<file path="src/rtl/trunc_ctrl_if.sv">
// ============================================================================
//  Module  : trunc_ctrl_if
//  Brief   : Sample-in / truncation-code-out handshake bundle for trunc_ctrl.
//  Rev     : 1.0  initial release
// ============================================================================
`default_nettype none

interface trunc_ctrl_if #(
    parameter int N = 5
) ();
    logic [N-1:0] s_data;
    logic         s_valid;
    logic         s_ready;
    logic         flush;
    logic [N-2:0] m_truncator;
    logic         m_valid;
    logic         m_ready;
    logic [7:0]   m_count;

    // slave: the trunc_ctrl block itself; master: the surrounding source/sink
    modport slave (
        input  s_data, s_valid, flush, m_ready,
        output s_ready, m_truncator, m_valid, m_count
    );

    modport master (
        output s_data, s_valid, flush, m_ready,
        input  s_ready, m_truncator, m_valid, m_count
    );
endinterface

`default_nettype wire

</file>
<file path="src/rtl/trunc_ctrl.sv">
// ============================================================================
//  Module  : trunc_ctrl
//  Brief   : ORs a block of samples together and emits a one-hot truncation
//            code derived from the highest set bit of the block.
//  Rev     : 1.0  initial release
// ============================================================================
`default_nettype none

module trunc_ctrl #(
    parameter int N       = 5,
    parameter int BLK_LEN = 8
) (
    input  wire logic   clk,
    input  wire logic   rst,
    trunc_ctrl_if.slave bus
);

    typedef enum logic [0:0] {
        ACCUM = 1'b0,
        HOLD  = 1'b1
    } state_t;

    localparam logic [8:0] C_BLK_LEN = 9'(BLK_LEN);

    state_t       state_q, state_d;
    logic [N-1:0] acc_q, acc_d;
    logic [7:0]   cnt_q, cnt_d;
    logic [N-2:0] code_q, code_d;
    logic [7:0]   count_q, count_d;

    logic         w_xfer;
    logic         w_close;
    logic [N-1:0] w_acc_next;
    logic [8:0]   w_cnt_next;
    logic [N-2:0] w_code;

    // Count is widened by one bit so BLK_LEN=256 can be detected; m_count
    // then reports the low 8 bits.
    always_comb begin
        w_xfer     = bus.s_valid && (state_q == ACCUM);
        w_acc_next = acc_q | (w_xfer ? bus.s_data : '0);
        w_cnt_next = {1'b0, cnt_q} + {8'd0, w_xfer};
        w_close    = (state_q == ACCUM) && (bus.flush || (w_cnt_next == C_BLK_LEN));
    end

    // Bit p (p>=1) marks v[p-1] as the highest set bit; the top two bit
    // positions of v map to all-zeros, i.e. no truncation.
    always_comb begin
        w_code    = '0;
        w_code[0] = ~|w_acc_next;
        for (int p = 1; p <= N - 2; p++) begin
            w_code[p] = w_acc_next[p-1] & ~|(w_acc_next >> p);
        end
    end

    always_comb begin
        state_d = state_q;
        acc_d   = acc_q;
        cnt_d   = cnt_q;
        code_d  = code_q;
        count_d = count_q;
        case (state_q)
            ACCUM: begin
                acc_d = w_acc_next;
                cnt_d = w_cnt_next[7:0];
                if (w_close) begin
                    state_d = HOLD;
                    acc_d   = '0;
                    cnt_d   = '0;
                    code_d  = w_code;
                    count_d = w_cnt_next[7:0];
                end
            end
            HOLD: begin
                if (bus.m_ready) begin
                    state_d = ACCUM;
                end
            end
            default: state_d = ACCUM;
        endcase
    end

    always_ff @(posedge clk or posedge rst) begin
        if (rst) begin
            state_q <= ACCUM;
            acc_q   <= '0;
            cnt_q   <= '0;
            code_q  <= '0;
            count_q <= '0;
        end else begin
            state_q <= state_d;
            acc_q   <= acc_d;
            cnt_q   <= cnt_d;
            code_q  <= code_d;
            count_q <= count_d;
        end
    end

    assign bus.s_ready     = (state_q == ACCUM);
    assign bus.m_valid     = (state_q == HOLD);
    assign bus.m_truncator = code_q;
    assign bus.m_count     = count_q;

endmodule

`default_nettype wire

</file>
<file path="src/flat_wrapper.sv">
// flat-port wrapper written by rule: the top's interface ports become plain ports
module trunc_ctrl_flat 
#(
    parameter int N       = 5,
    parameter int BLK_LEN = 8
)
  (clk, rst, bus_s_data, bus_s_valid, bus_flush, bus_m_ready, bus_s_ready, bus_m_truncator, bus_m_valid, bus_m_count);
  trunc_ctrl_if #(.N(N)) bus_i ();
  input  wire logic clk;
  input  wire logic rst;
  input wire logic [$bits(bus_i.s_data)-1:0] bus_s_data;
  input wire logic [$bits(bus_i.s_valid)-1:0] bus_s_valid;
  input wire logic [$bits(bus_i.flush)-1:0] bus_flush;
  input wire logic [$bits(bus_i.m_ready)-1:0] bus_m_ready;
  output wire logic [$bits(bus_i.s_ready)-1:0] bus_s_ready;
  output wire logic [$bits(bus_i.m_truncator)-1:0] bus_m_truncator;
  output wire logic [$bits(bus_i.m_valid)-1:0] bus_m_valid;
  output wire logic [$bits(bus_i.m_count)-1:0] bus_m_count;
  assign bus_i.s_data = bus_s_data;
  assign bus_i.s_valid = bus_s_valid;
  assign bus_i.flush = bus_flush;
  assign bus_i.m_ready = bus_m_ready;
  assign bus_s_ready = bus_i.s_ready;
  assign bus_m_truncator = bus_i.m_truncator;
  assign bus_m_valid = bus_i.m_valid;
  assign bus_m_count = bus_i.m_count;
  trunc_ctrl #(.N(N), .BLK_LEN(BLK_LEN)) u_core (.clk(clk), .rst(rst), .bus(bus_i));
endmodule
</file>
<file path="config.mk">
export PLATFORM = sky130hd
export DESIGN_NAME = trunc_ctrl_flat
export DESIGN_NICKNAME = d
export VERILOG_FILES = /design/src/rtl/trunc_ctrl_if.sv /design/src/rtl/trunc_ctrl.sv /design/src/flat_wrapper.sv
export SDC_FILE = /design/constraint.sdc
export NUM_CORES = 1
export LEC_CHECK = 0
export CORE_ASPECT_RATIO = 1.2
export CORE_MARGIN = 5
export CORE_UTILIZATION = 25
export DETAILED_ROUTE_END_ITERATION = 10
export DONT_BUFFER_PORTS = 1
export PLACE_DENSITY = 0.42
export SETUP_SLACK_MARGIN = 0.3
export SYNTH_ARGS = -nofsm -noshare
export SYNTH_HDL_FRONTEND = slang
export SYNTH_SLANG_ARGS = --single-unit
</file>
<file path="constraint.sdc">
create_clock -name clk -period 5.15 [get_ports clk]
set_clock_uncertainty 0.2 [all_clocks]
set_input_delay 1.03 -clock clk [delete_from_list [all_inputs] [get_ports clk]]
set_output_delay 1.03 -clock clk [all_outputs]
set_load 0.03 [all_outputs]
</file>
After elaboration in Yosys (flattened, before gate mapping):

Index checks and enable logic that the tools add are counted.

* bits of input ports: 10
* flip-flop bits (word level): 26
* output and inout port bits: 14

* equality and inequality tests: 1
* add/subtract/negate cells: 1
* bitwise gates (word level): 5
* mux-type cells: 6
* reductions and logical operators: 12

Operators by type and width (count)
* two-way mux 5 bit: 2
* adder 8 x 1 -> 9 bit: 1
* == test 9 x 4 -> 1 bit (second input constant): 1
* two-way mux 8 bit: 1
* OR 5 bit: 1
* OR reduction 5 bit: 1
* zero test 1 bit: 4
* OR reduction 4 bit: 1
* AND 1 bit: 3
* OR reduction 3 bit: 1
* logical AND 1 bit: 2
* two-way mux 1 bit: 2
* case mux 1 bit (2 select lines): 1
* AND reduction 2 bit: 1
* OR reduction 2 bit: 1
* logical OR 1 bit: 1
* NOT 1 bit: 1

Logic depth before layout (Yosys ltp):

Gate-level depths: netlist of the first run.

* depth in word-level cells: 8
* mapped depth: 14
* depth with buffers taken out: 9

Least setup slack after synthesis of the first run:

OpenSTA, ideal clock, no wires.

* path type: input port to flip-flop
* from: input bus_s_valid
* to: register u_core.count_q[0], in the netlist u_core.bus.m_count[0]
* arrival: 3.293 ns
* stages on the path: 12
* library setup time: 0.125 ns
* required time: 4.825 ns
* slack: 1.532 ns
* cells stage by stage: nor2b_1 -> clkbuf_1 -> ha_1 -> ha_1 -> nand3_1 -> nor4b_2 -> o2111ai_2 -> nor2_2 -> a21o_1 -> buf_6 -> buf_8 -> mux2_4

* word-level cells in the longest chain between the ends: 6

RTL lines
* from (decl): RTL line flat_wrapper.sv:12 `input wire logic [$bits(bus_i.s_valid)-1:0] bus_s_valid;`
* logical AND 1 bit (*): RTL line trunc_ctrl.sv:40 `w_xfer = bus.s_valid && (state_q == ACCUM);`
* adder 8 x 1 -> 9 bit (*): RTL line trunc_ctrl.sv:42 `w_cnt_next = {1'b0, cnt_q} + {8'd0, w_xfer};`
* == test 9 x 4 -> 1 bit: RTL line trunc_ctrl.sv:43 `w_close = (state_q == ACCUM) && (bus.flush || (w_cnt_next == C_BLK_LEN));`
* logical OR 1 bit: RTL line trunc_ctrl.sv:43
* logical AND 1 bit: RTL line trunc_ctrl.sv:43
* AND reduction 2 bit (no source line)
* to (signal assigned): RTL line trunc_ctrl.sv:95 `count_q <= count_d;`
* to (decl): RTL line trunc_ctrl.sv:29 `logic [7:0] count_q, count_d;`

Every way passes the cells marked *; elsewhere a longest branch is shown, timed or not.
A chain may end at the register's enable or synchronous reset.

Final worst setup path of the first run:

* from: register u_core.state_q, in the netlist u_core.bus.m_valid
* to: register u_core.count_q[4], in the netlist u_core.bus.m_count[4]

* word-level cells in the longest chain between the ends: 7

RTL lines
* from (decl): RTL line trunc_ctrl.sv:25 `state_t state_q, state_d;`
* from (signal assigned): RTL line trunc_ctrl.sv:91 `state_q <= state_d;`
* NOT 1 bit (no source line) (*)
* logical AND 1 bit: RTL line trunc_ctrl.sv:40
* adder 8 x 1 -> 9 bit: RTL line trunc_ctrl.sv:42
* == test 9 x 4 -> 1 bit: RTL line trunc_ctrl.sv:43
* logical OR 1 bit: RTL line trunc_ctrl.sv:43
* logical AND 1 bit: RTL line trunc_ctrl.sv:43
* AND reduction 2 bit (no source line)

Marked as above.

==> flow_metrics.py, run 1 <==
metrics = {
    "worst_setup_path": {
        "critPathSlowestCell": "dfrtp_1",
        "crit_top_cell": "ha_1",
        "cp_cell_sequence": "nor2b_1 > ha_1 > ha_1 > nand3_1 > nor4b_2 > o2111ai_2 > nor2_2 > a21o_1 > mux2_2",
        "cp-start-kind": "flop",
        "cp.arrival_ns": 3.98,
        "crit_type": "reg2reg",
        "path_max_fanout": 18,
        "cp_slowest_stage_delay_ns": 0.70,
        "worstPathRequired_ns": 5.11,
        "cp-end-kind": "flop",
    },
    "die": {
        "coreArea_um2": 5330,
        "dieArea_um2": 7120,
        "die_width_um": 77.9,
        "die_y_um": 91.5,
        "core.rowCount": 29,
        "start_util_pct": 25.9,
        "ios": 24,
    },
    "timing": {
        "rsz0062_at_grt": "no",
        "setup_viol": 0,
        "period_minus_slack_ns": 4.02,
        "timing.slew.headroom_pct": 33.0,
        "fmax_mhz": 249,
        "max_slew.worst_pin.slew_ns": 1.00,
        "hold_violations": 0,
        "slew_viol_final": 0,
        "fin_crit_sh_pct": 78.0,
        "fin_tns_setup_ns": 0,
    },
    "global_routing": {
        "grt_busiest_layer": "met2",
        "grt_pass1_vias": 1005,
        "grt_max_degree": 27,
        "grt.total_usage_pct": 8.84,
        "use_met1_pct": 10.5,
        "antenna_found_initial": 0,
        "grt_pass1_wl_mm": 5.09,
        "grt_util_met2_pct": 14.2,
        "use_met3_pct": 3.37,
        "overflow": 0,
    },
    "yosys": {
        "synth_top_flop_cell": "dfrtp_1",
        "synth_area_leaders": "dfrtp_1 47%, mux2_4 4.3%, mux2_1 4.1%, o21ai_0 3.6%, nor2_1 3.5%",
        "netlist_area_um2": 1380,
        "synth_edf_count": 0,
        "yosys_register_bits": 26,
        "yosysTopAreaCellShare_pct": 47.1,
        "yosysSeqAreaShare_pct": 47.1,
        "synth_nets": 146,
        "synth.distinct_cells": 39,
        "synth_warnings": 0,
        "async_flop_share_pct": 100,
        "synthCells": 134,
        "yosysTopAreaCell": "dfrtp_1",
        "syn_avg_cell_area_um2": 10.3,
    },
    "power_and_ir_drop": {
        "cellLeakagePower_nw": 0.640,
        "powerDensity_nw_per_um2": 367,
        "vdd_drop_max_mv": 0.167,
        "p_total_uw": 529,
    },
    "clock_tree": {
        "root_buffer": "clkbuf_8",
        "htree_levels": 1,
        "clkTransAtPathRegs_ns": 0.09,
        "cts_tree": "done",
        "clk_path_buf_depth": 2,
        "clkLatencyLatePin_ns": 0.27,
        "clock_sinks": 26,
        "cts_inserted_buffers": 3,
        "ctsResizeCount": 0,
        "post_cts.repair.setup_buffers": 0,
        "hold_buffers": 0,
    },
    "route": {
        "antenna_left": 0,
        "firstDrtPassIters": 4,
        "drtIter0Drc": 47,
        "totalWireLength_mm": 3.00,
        "drc": 0,
        "vias": 958,
        "via_per_inst": 5.04,
        "wire_per_inst_um": 15.8,
    },
    "outcome": {
        "outcome": "complete, no violations",
    },
    "placed_design": {
        "gp_congestion": 0.813,
        "hpwl_mm": 2.21,
        "dp_cells": 186,
        "io_buffers": 0,
    },
    "layout": {
        "final_cell_mix": "26 x dfrtp_1, 13 x nor2_1, 11 x nand2_1",
        "instances_no_fill": 190,
        "final_common_cell": "dfrtp_1",
        "drive_gt1_share_pct": 10.2,
        "synthToLayoutAreaGrowth_pct": 4.25,
        "diodes": 0,
        "final_nets": 141,
        "utilization_pct": 27.0,
    },
    "run": {
        "cap_viol_max_count": 0,
    },
    "worst_hold_path": {
        "hold_path_class": "reg2reg",
    },
}
## through the flow
stage | hold WS [ns] | cell area (um^2) | setup slack, ns
final | 0.306 | 1440 | 1.13
after CTS | 0.308 | 1440 | 1.09
after detailed placement | 0.280 | 1390 | 0.883
after floorplan | 0.259 | 1380 | 1.53
after global routing | 0.360 | 1440 | 0.762
after global placement | 0.281 | 1390 | 1.01
## sequential cells by signal, summed over array words and instances, names as in the netlist
name / count
u_core.bus.m_truncator: 4
u_core.acc_q: 5
u_core.bus.m_count: 8
u_core.cnt_q: 8
u_core.bus.m_valid: 1
## report_power, final
group | switching [mW] | total (mW) | internal, mW
sequential | 0.0727 | 0.308 | 0.235
clock | 0.0648 | 0.133 | 0.0683
combinational | 0.0458 | 0.0875 | 0.0418
total | 0.183 | 0.529 | 0.346
## final timing paths
| kind | from | end | slack (ns) | cells after the start |
|---|---|---|---|---|
| max in group asynchronous | rst | u_core.bus.m_truncator[0]$_DFFE_PP0P_ | 3.46 | 1 |
| worst min-delay path | u_core.cnt_q[0]$_DFFE_PP0N_ | u_core.cnt_q[0]$_DFFE_PP0N_ | 0.31 | 2 |
| min in group asynchronous | rst | u_core.acc_q[2]$_DFFE_PP0N_ | 0.68 | 1 |
| worst max-delay path | u_core.bus.m_valid$_DFF_PP0_ | u_core.bus.m_count[4]$_DFFE_PP0P_ | 1.13 | 9 |
| worst max register to register | u_core.bus.m_valid$_DFF_PP0_ | u_core.bus.m_count[4]$_DFFE_PP0P_ | 1.13 | 9 |
| worst min register to register | u_core.cnt_q[0]$_DFFE_PP0N_ | u_core.cnt_q[0]$_DFFE_PP0N_ | 0.31 | 2 |
## layout make-up
type,count,area (um^2)
tap,62,77.6
fill,568,3890
clock buffer,4,55.1
multi-input combinational,93,639
inverter,5,18.8
sequential,26,651
## Yosys cell counts (2+ instances only)
cell type,instances
nor3_1,2
nand4_1,3
buf_6,2
and3_1,2
ha_1,2
a21oi_1,8
inv_1,5
nand3_1,3
buf_4,2
nor3b_1,2
clkbuf_1,3
a211oi_1,2
mux2_1,5
nor2_1,13
o31a_1,2
dfrtp_1,26
mux2_4,4
o21ai_0,10
a31oi_1,3
buf_2,2
xor2_1,2
o211ai_1,2
nand2_1,11
xnor2_1,3
## metal layers
metal,vias to the layer above,part of all wire (%)
met4,0,1.8
met5,-,0
met1,468,43
li1,462,-
met3,6,7.3
met2,22,48
## kinds of logic (layout without fill, tap and decap cells)
kind of cell / Yosys count / after routing / share of synthesized area (%)
muxes: 11 / 11 / 9.95
xor gates and xnor gates: 5 / 5 / 3.17
and+or+nand+nor: 43 / 43 / 16.6
adders and majority gates: 2 / 2 / 1.81
AOI/OAI and AO/OA: 32 / 32 / 14.8
buffers and inverters: 15 / 9 / 6.70
DFF: 26 / 26 / 47.1
## worst max-delay path: cells and delay by family, from the launching register on
family | cells | cell delay (ns)
and+or+nand+nor | 4 | 1.17
AOI/OAI and AO/OA | 2 | 0.74
DFF | 1 | 0.70
adders and majority gates | 2 | 0.68
muxes | 1 | 0.41
Power figures use the tool's default switching activity.
==> run 2: changes to the inputs <==
--- a/config.mk
+++ b/config.mk
@@ -5,12 +5,13 @@
 export SDC_FILE = /design/constraint.sdc
 export NUM_CORES = 1
 export LEC_CHECK = 0
+export ABC_AREA = 1
 export CORE_ASPECT_RATIO = 1.2
 export CORE_MARGIN = 5
 export CORE_UTILIZATION = 25
 export DETAILED_ROUTE_END_ITERATION = 10
 export DONT_BUFFER_PORTS = 1
-export PLACE_DENSITY = 0.42
+export PLACE_DENSITY = 0.44
 export SETUP_SLACK_MARGIN = 0.3
 export SYNTH_ARGS = -nofsm -noshare
 export SYNTH_HDL_FRONTEND = slang
==> constraint.sdc (replaced) <==
create_clock -name clk -period 3.3 [get_ports clk]
set_clock_uncertainty 0.2 [all_clocks]
set_input_delay 0.66 -clock clk [delete_from_list [all_inputs] [get_ports clk]]
set_output_delay 0.66 -clock clk [all_outputs]
set_load 0.03 [all_outputs]
==> flow_metrics.py, run 2 <==
metrics = {
    "worst_hold_path": {
        "hold_depth": 1,
        "hold_path_class": "in2reg",
        "holdPathEnd": "u_core.bus.m_valid$_DFF_PP0_",
        "holdCritStartpoint": "bus_m_ready",
    },
    "power_and_ir_drop": {
        "pwr-share-seq_pct": 50.4,
        "p_int_uw": 617,
        "p_sw_uw": 358,
        "cellLeakagePower_nw": 0.750,
        "switching_share_pct": 36.7,
        "powerDensity_nw_per_um2": 659,
        "combPwrFrac_pct": 22.3,
        "vdd_drop_max_mv": 0.270,
        "p_clk_share_pct": 27.3,
    },
    "yosys": {
        "synth_xor_area_share_pct": 0.640,
        "synth_top_family_by_area": "simple AND/OR/NAND/NOR gates",
        "synth_edf_count": 0,
        "synthSimpleGateAreaFrac_pct": 30.2,
        "syn_avg_cell_area_um2": 8.25,
        "yosysMostFrequentCell": "nand2_1",
        "synthMuxAreaShare_pct": 1.46,
        "yosysSeqAreaShare_pct": 47.5,
        "synth_area_leaders": "dfrtp_1 48%, nand2_1 13%, nand3_1 5.9%, inv_1 5.5%, a21oi_1 2.9%",
        "netlist_area_um2": 1370,
        "synthAdderAreaFrac_pct": 1.83,
        "yosysTopAreaCell": "dfrtp_1",
        "yosysTopAreaCellShare_pct": 47.5,
        "synth_warnings": 0,
        "synth_compound_area_share_pct": 8.23,
        "synth_nets": 178,
        "synth_top_flop_cell": "dfrtp_1",
        "yosys_register_bits": 26,
        "synth.distinct_cells": 26,
        "synthCells": 166,
        "synthTopCellsByCount": "46 x nand2_1, 26 x dfrtp_1, 20 x inv_1",
        "async_flop_share_pct": 100,
    },
    "timing": {
        "timing.slew.headroom_pct": 33.5,
        "rsz0062_at_grt": "no",
        "hold_violations": 0,
        "fin_hold_ws_ns": 0.284,
        "fin_tns_setup_ns": 0,
        "fin_crit_sh_pct": 76.5,
        "fmax_mhz": 396,
        "slew_viol_final": 0,
        "setup_viol": 0,
        "period_minus_slack_ns": 2.52,
        "max_slew.worst_pin.slew_ns": 0.996,
    },
    "global_routing": {
        "grt.total_usage_pct": 9.23,
        "antenna_found_initial": 0,
        "grt_pass1_wl_mm": 5.32,
        "overflow": 0,
        "grt_pass1_vias": 1076,
        "grt_max_degree": 34,
    },
    "die": {
        "dieArea_um2": 7060,
        "die_y_um": 91.1,
        "ios": 24,
        "die_width_um": 77.5,
        "start_util_pct": 25.8,
        "core.rowCount": 29,
        "coreArea_um2": 5300,
    },
    "layout": {
        "final_common_cell": "nand2_1",
        "final_area_um2": 1480,
        "final_cell_mix": "46 x nand2_1, 26 x dfrtp_1, 20 x inv_1",
        "final_nets": 178,
        "synthToLayoutAreaGrowth_pct": 8.14,
        "drive_gt1_share_pct": 14.5,
        "diodes": 0,
    },
    "run": {
        "cap_viol_max_count": 0,
    },
    "worst_setup_path": {
        "crit_buf_inv": 2,
        "path_max_fanout": 23,
        "worstPathRequired_ns": 3.27,
        "path_delay_family": "simple AND/OR/NAND/NOR gates",
        "critPathSlowestCell": "dfrtp_1",
        "cp.arrival_ns": 2.49,
        "r2r_slack_ns": 0.78,
        "crit_type": "reg2reg",
        "cp_cell_sequence": "inv_2 > nand2_1 > inv_2 > ha_1 > ha_1 > nand2_4 > nor2_4 > nand2_1 > nand2_1 > nand2_2 > nor2_2 > nand3_2 > nand2_4 > nand2_4 > nand2_1 > nand2_1",
        "reg2reg_to": "u_core.bus.m_count[3]$_DFFE_PP0P_",
        "cp-end-kind": "flop",
        "crit_top_cell": "nand2_1",
        "worstRegToRegCells": 16,
        "cp_slowest_stage_delay_ns": 0.41,
        "timing.rr.start": "u_core.bus.m_valid$_DFF_PP0_",
        "cp-start-kind": "flop",
    },
    "route": {
        "vias": 1032,
        "antenna_left": 0,
        "wire_per_inst_um": 13.1,
        "drc": 0,
        "totalWireLength_mm": 2.97,
        "drtIter0Drc": 40,
        "firstDrtPassIters": 4,
        "via_per_inst": 4.55,
    },
    "clock_tree": {
        "root_buffer": "clkbuf_8",
        "ctsResizeCount": 0,
        "htree_levels": 1,
        "clkLatencyLatePin_ns": 0.27,
        "hold_buffers": 0,
        "clock_sinks": 26,
        "cts_tree": "done",
        "clk_path_buf_depth": 2,
        "cts_inserted_buffers": 3,
        "clkTransAtPathRegs_ns": 0.09,
        "post_cts.repair.setup_buffers": 0,
    },
    "placed_design": {
        "hpwl_mm": 2.27,
        "placed_area_um2": 1410,
        "io_buffers": 0,
        "gp_congestion": 0.714,
    },
    "outcome": {
        "outcome": "complete, no violations",
    },
}
-- run 2: cell type report --
cell class                      instances  area (um^2)
Timing Repair Buffer                    2         15.0
Multi-Input combinational cell        110          579
Fill cell                             584         3820
Sequential cell                        26          651
Tap cell                               62         77.6
Clock buffer                            3         41.3
Inverter                               23         86.3
Clock inverter                          1         30.0
-- run 2: worst max path at each step --
stage                            startpoint                               endpoint  slack [ns]  depth (start not counted)
2_1_floorplan  u_core.bus.m_valid$_DFF_PP0_      u_core.bus.m_count[0]$_DFFE_PP0P_        0.73                         13
3_3_place_gp                    bus_s_valid  u_core.bus.m_truncator[0]$_DFFE_PP0P_        0.58                         11
3_5_place_dp                    bus_s_valid      u_core.bus.m_count[3]$_DFFE_PP0P_        0.55                         15
4_1_cts        u_core.bus.m_valid$_DFF_PP0_      u_core.bus.m_count[3]$_DFFE_PP0P_        0.74                         16
5_1_grt        u_core.bus.m_valid$_DFF_PP0_      u_core.bus.m_count[6]$_DFFE_PP0P_        0.48                         14
6_report       u_core.bus.m_valid$_DFF_PP0_      u_core.bus.m_count[3]$_DFFE_PP0P_        0.78                         16
-- run 2: through the flow --
step | worst slack [ns] | util (%) | total power, mW | std cells
2_1_floorplan | 0.728 | - | 0.678 | 166
3_5_place_dp | 0.548 | 26.6 | 0.721 | 223
3_3_place_gp | 0.577 | 26.6 | 0.724 | 223
6_report | 0.777 | 27.9 | 0.975 | 227
5_1_grt | 0.481 | 27.9 | 1.05 | 227
4_1_cts | 0.738 | 27.9 | 0.994 | 227
-- run 2: cell families (layout without fill, tap and decap cells) --
logic type               Yosys count  count (layout)
multiplexers                       2               2
buffers and inverters             30              29
AO/OA/AOI/OAI                     20              20
flip-flops                        26              26
adder cells (fa/ha/maj)            2               2
XOR/XNOR                           1               1
AND/OR/NAND/NOR                   85              85
-- run 2: per-layer routing --
| metal | track usage [%] | wire length, um | share of wire (%) | vias up |
|---|---|---|---|---|
| met5 | 0 | 0 | 0 | - |
| met4 | 3.01 | 25 | 0.84 | 0 |
| met3 | 2.18 | 159 | 5.3 | 2 |
| met2 | 15.2 | 1490 | 50 | 19 |
| met1 | 11.8 | 1290 | 44 | 488 |
| li1 | - | - | - | 523 |
-- run 2: power groups by stage --
| stage | Combinational, mW | Sequential, mW | Clock, mW |
|---|---|---|---|
| 2_1_floorplan | 0.195 | 0.483 | 0 |
| 3_3_place_gp | 0.223 | 0.501 | 0 |
| 3_5_place_dp | 0.221 | 0.500 | 0 |
| 4_1_cts | 0.222 | 0.494 | 0.278 |
| 5_1_grt | 0.257 | 0.501 | 0.292 |
| 6_report | 0.218 | 0.491 | 0.266 |
